$ cat config.mk
export PLATFORM = sky130hd
export DESIGN_NAME = bht_access_scheduler
export DESIGN_NICKNAME = d
export VERILOG_FILES = /design/src/rtl/bht_access_scheduler.sv
export SDC_FILE = /design/constraint.sdc
export NUM_CORES = 1
export LEC_CHECK = 0
export ABC_AREA = 1
export ABC_CLOCK_PERIOD_IN_PS = 2300
export BUFFER_PORTS_ARGS = -buffer_cell sky130_fd_sc_hd__clkbuf_2
export CAP_MARGIN = 0
export CORE_UTILIZATION = 53
export CTS_BUF_LIST = sky130_fd_sc_hd__clkbuf_8 sky130_fd_sc_hd__clkbuf_16
export DETAILED_ROUTE_END_ITERATION = 6
export PLACE_DENSITY = 0.76
export SLEW_MARGIN = 20
export SYNTH_ARGS = -nofsm -noshare
export SYNTH_HDL_FRONTEND = slang
export SYNTH_SLANG_ARGS = --single-unit
export TNS_END_PERCENT = 10
$ cat constraint.sdc
create_clock -name CLOCK -period 2.3 [get_ports CLOCK]
set_input_delay 0.115 -clock CLOCK [delete_from_list [all_inputs] [get_ports CLOCK]]
set_output_delay 0.115 -clock CLOCK [all_outputs]
set_load 0.03 [all_outputs]
$ cat src/rtl/bht_access_scheduler.sv
// bht_access_scheduler: single-port 2-bit counter table shared by lookups and queued branch updates
module bht_access_scheduler #(
    parameter int IDX_W      = 3,
    parameter int FIFO_DEPTH = 4,
    parameter int AGE_MAX    = 8,
    parameter int MISS_W     = 16
) (
    input  logic                              CLOCK,
    input  logic                              INIT,
    input  logic                              LK_VALID,
    input  logic [IDX_W-1:0]                  LK_ADDR,
    output logic                              LK_READY,
    output logic                              PREDICTION,
    output logic                              PRED_VALID,
    input  logic                              UPD_VALID,
    input  logic [IDX_W-1:0]                  UPD_ADDR,
    input  logic                              UPD_OUTCOME,
    input  logic                              UPD_PRED,
    output logic                              UPD_READY,
    output logic [MISS_W-1:0]                 MISSES,
    output logic [$clog2(FIFO_DEPTH+1)-1:0]   PENDING
);
    localparam int CNT_W   = $clog2(FIFO_DEPTH + 1);
    localparam int PTR_W   = $clog2(FIFO_DEPTH);
    localparam int AGE_W   = $clog2(AGE_MAX + 1);
    localparam int ENTRIES = 1 << IDX_W;

    typedef enum logic {CLEAR, RUN} state_t;

    state_t           state;
    logic [IDX_W-1:0] clear_idx;
    logic [1:0]       table_mem [ENTRIES];
    logic [IDX_W-1:0] fifo_addr [FIFO_DEPTH];
    logic             fifo_taken [FIFO_DEPTH];
    logic [PTR_W-1:0] rd_ptr, wr_ptr;
    logic [AGE_W-1:0] age;
    logic             run, forced, lk_accept, drain, enq;
    logic [IDX_W-1:0] head_addr;
    logic [1:0]       head_cnt, next_cnt;

    assign run       = state == RUN;
    // A full FIFO or a head that has waited too long steals the cycle from lookups
    assign forced    = run && (PENDING == CNT_W'(FIFO_DEPTH) || (PENDING != '0 && age >= AGE_W'(AGE_MAX)));
    assign LK_READY  = run && !forced;
    assign lk_accept = LK_VALID && LK_READY;
    assign drain     = forced || (run && !LK_VALID && PENDING != '0);
    assign UPD_READY = run && PENDING < CNT_W'(FIFO_DEPTH);
    assign enq       = UPD_VALID && UPD_READY;
    assign head_addr = fifo_addr[rd_ptr];
    assign head_cnt  = table_mem[head_addr];
    assign next_cnt  = fifo_taken[rd_ptr] ? (head_cnt == 2'b11 ? 2'b11 : head_cnt + 2'd1)
                                          : (head_cnt == 2'b00 ? 2'b00 : head_cnt - 2'd1);

    always_ff @(posedge CLOCK) begin
        if (INIT && state == CLEAR)
            table_mem[clear_idx] <= 2'b01;
        else if (INIT && drain)
            table_mem[head_addr] <= next_cnt;
    end

    always_ff @(posedge CLOCK) begin
        if (INIT && enq) begin
            fifo_addr[wr_ptr]  <= UPD_ADDR;
            fifo_taken[wr_ptr] <= UPD_OUTCOME;
        end
    end

    always_ff @(posedge CLOCK) begin
        if (!INIT) begin
            state      <= CLEAR;
            clear_idx  <= '0;
            rd_ptr     <= '0;
            wr_ptr     <= '0;
            PENDING    <= '0;
            age        <= '0;
            MISSES     <= '0;
            PREDICTION <= 1'b0;
            PRED_VALID <= 1'b0;
        end else begin
            PRED_VALID <= lk_accept;
            if (lk_accept)
                PREDICTION <= table_mem[LK_ADDR][1];
            if (state == CLEAR) begin
                clear_idx <= clear_idx + 1'b1;
                if (clear_idx == '1)
                    state <= RUN;
            end
            if (drain)
                rd_ptr <= rd_ptr + 1'b1;
            if (enq) begin
                wr_ptr <= wr_ptr + 1'b1;
                if (UPD_OUTCOME != UPD_PRED && MISSES != '1)
                    MISSES <= MISSES + 1'b1;
            end
            PENDING <= PENDING + CNT_W'(enq) - CNT_W'(drain);
            // Age tracks how long the current head has been waiting
            age <= (drain || PENDING == '0) ? '0 : (age >= AGE_W'(AGE_MAX) ? age : age + 1'b1);
        end
    end
endmodule

==> results.toml <==
[global_route]
track_usage = 0.2260
grt_pass1_wl_um = 11060
grt_overflow = 0
antenna_found_initial = 0
grt_max_degree = 20
grt_pass1_vias = 2528

[synth]
post_synth_instance_area_mm2 = 0.003348
synth.most_common_cell = "nand2_1"
yosys-top-cells-count = "nand2_1 (90), inv_1 (49), dfxtp_1 (35), nand3_1 (34), edfxtp_1 (32)"
synth_warnings = 0
synth_area_leaders = "edfxtp_1 (29%), dfxtp_1 (21%), nand2_1 (10%), inv_1 (5.5%), nand3_1 (5.1%)"
yosys_most_used_dff = "dfxtp_1"
synthesis.instances = 388
synth.ff_latch_count = 67
synth_edf_count = 32
synth_top_area_frac = 0.2870
synth_area_per_cell_um2 = 8.629
yosysUniqueCellTypes = 37
synth-async-reset-ratio = 0
synth_top_area_cell = "edfxtp_1"
seq_area_frac_synth = 0.4963
synth_fp_nets = 412

[cells_and_area]
drive_gt1_frac = 0.2054
final_cells = 518
final_nets = 463
area_growth_pct = 15.25
antenna_cells = 0
fillCellCount = 506

[die]
ioPinCount = 35
die_w_um = 81.48
initial_core_util = 0.5589
core.rowCount = 28
die_area_mm2 = 0.006639
core_mm2 = 0.005991
die_y_um = 81.48

[drt]
avgRoutedWirePerCell_um = 12.81
drt_pass1_iterations = 4
drc = 0
vias = 2698
routed_wl_um = 6635
via_per_inst = 5.208
first_iter_violations = 178
antenna_left = 0

[clocking]
cts.sinks = 67
cts_tree = "built"
root_buffer = "clkbuf_8"
clkTransAtPathRegs_ns = 0.06
cts_buffer_depth = 2
h-tree-depth = 3
cts_made_buffers = 9
clk_latency_ns = 0.33

[setup_path]
critPathMaxFanout = 3
reg2reg_from = "PENDING[0]$_SDFF_PN0_"
end_kind = "register"
cp.arrival_ns = 2.40
cp-start-kind = "register"
cp_data_required_time_ns = 2.50
r2r_slack_ns = 0.11
critPathLaunch = "PENDING[0]$_SDFF_PN0_"
path_class = "reg -> reg"

[timing]
max-slew-margin-rel = 0.6634
post-route-period-util = 0.9533
finalSetupTns_ns = 0
finalSetupViolCount = 0
fmax_mhz = 456.1
skew_ns = 0.007249
min_period_ns = 2.193
finalMaxSlewViolations = 0
hold_violations = 0
timing.final.ws_setup_ns = 0.1074
max_slew.worst_pin.slew_ns = 0.5013

[flow_run]
max-cap-violations = 0

[placed_design]
dp.cells = 498
place_ws_ns = 0.06400
io_buffers = 34
gp_congestion = 0.8076
dp_hpwl_um = 4861

[power_and_ir_drop]
leakage_nw = 1.601
p_per_area_mw_per_mm2 = 549.5
irDropWorstVdd_mv = 0.3267

[min_path]
worstHoldStart = "UPD_OUTCOME"
worstHoldPathType = "in -> reg"

[outcome]
status = "finished clean"
==> routing by layer <==
layer,global-route usage,wire [um],up-vias
met5,0,0,-
met3,0.05111,288,10
met4,0.1089,102,0
met1,0.2777,2855,1248
li1,-,-,1384
met2,0.3742,3389,56
==> state kept, by name, indices dropped and copies added, names as in the netlist, 2 cells and up, named ones only <==
register / count
rd_ptr: 2
MISSES: 16
fifo_addr: 12
PENDING: 3
table_mem: 16
clear_idx: 3
age: 4
fifo_taken: 4
wr_ptr: 2
==> power breakdown <==
part / internal, mW / leakage [nW] / switching (mW)
sequential: 1.26 / 0.559 / 0.00662
combinational: 0.0340 / 0.959 / 0.0624
clock: 0.366 / 0.0826 / 0.395
total: 1.66 / 1.60 / 0.464
==> cells in the final DEF, fill, tap and decap left out, types with 2 or more instances in the layout <==
cell type	count
dlygate4sd3_1	3
nand3_1	34
a21oi_1	25
o21ai_1	3
nand3_2	3
o211ai_1	4
or2_2	2
nand2_4	3
o2111ai_1	2
o21ai_0	16
edfxtp_1	32
dfxtp_2	3
nor2_1	31
clkbuf_8	9
nand3b_1	6
ha_1	9
dfxtp_1	32
xor2_1	3
nor2_4	3
a21oi_2	4
inv_4	2
nor3_1	4
clkinv_1	3
clkinv_2	2
inv_2	6
nor2_2	2
ha_4	2
xnor2_1	4
inv_1	47
buf_4	9
clkbuf_2	34
nand2_1	90
==> critical path, cell delays in order, from the launching register on <==
cell     delay (ns)
dfxtp_2        0.34
or2_4          0.23
nor2_1         0.10
inv_1          0.07
nand3_2        0.07
inv_2          0.06
ha_4           0.21
inv_2          0.06
ha_4           0.12
inv_2          0.03
fa_2           0.40
xor2_2         0.19
o21ai_1        0.13
a21oi_1        0.06
==> cell type report <==
class	count	area [um2]	share of cell area
clock buffers	9	123.9	0.03210
clock inverters	6	25.02	0.006485
inverters	54	207.7	0.05383
multi-input cells	261	1475	0.3823
flip-flops and latches	67	1665	0.4316
well taps	75	93.84	0.02432
repair buffers	46	267.8	0.06939
==> stage by stage <==
stage          instance area (um2)  hold WS [ns]  total power [mW]    util
2_1_floorplan                 3351        0.2139             1.347       -
3_3_place_gp                  3626        0.3368             1.378  0.6053
3_5_place_dp                  3626        0.3386             1.382  0.6053
4_1_cts                       3805       0.02361             2.146  0.6351
5_1_grt                       3859       0.03732             2.212  0.6441
6_report                      3859       0.04243             2.120  0.6441
==> kinds of logic after synthesis <==
| family | share of synthesized area |
|---|---|
| buffers and inverters | 0.07437 |
| AND/OR/NAND/NOR | 0.2683 |
| AO/OA/AOI/OAI | 0.09305 |
| flip-flops | 0.4963 |
| adder cells (fa/ha/maj) | 0.04708 |
| XOR/XNOR | 0.02092 |
==> timing repair <==
action	4_1_cts	5_1_grt
resized for setup	0	11
endpoints found under the setup margin	0	4
hold buffers	3	0
endpoints found under the hold margin	11	0
buffers inserted	0	2
==> worst paths after layout <==
path	end	cells after the start
setup / recovery	PENDING[2]$_SDFF_PN0_	13
hold / removal	fifo_taken[1]$_DFFE_PP_	1
setup reg to reg	PENDING[2]$_SDFF_PN0_	13
hold reg to reg	PREDICTION$_SDFFE_PN0P_	2
(Power assumes the default switching activity.)
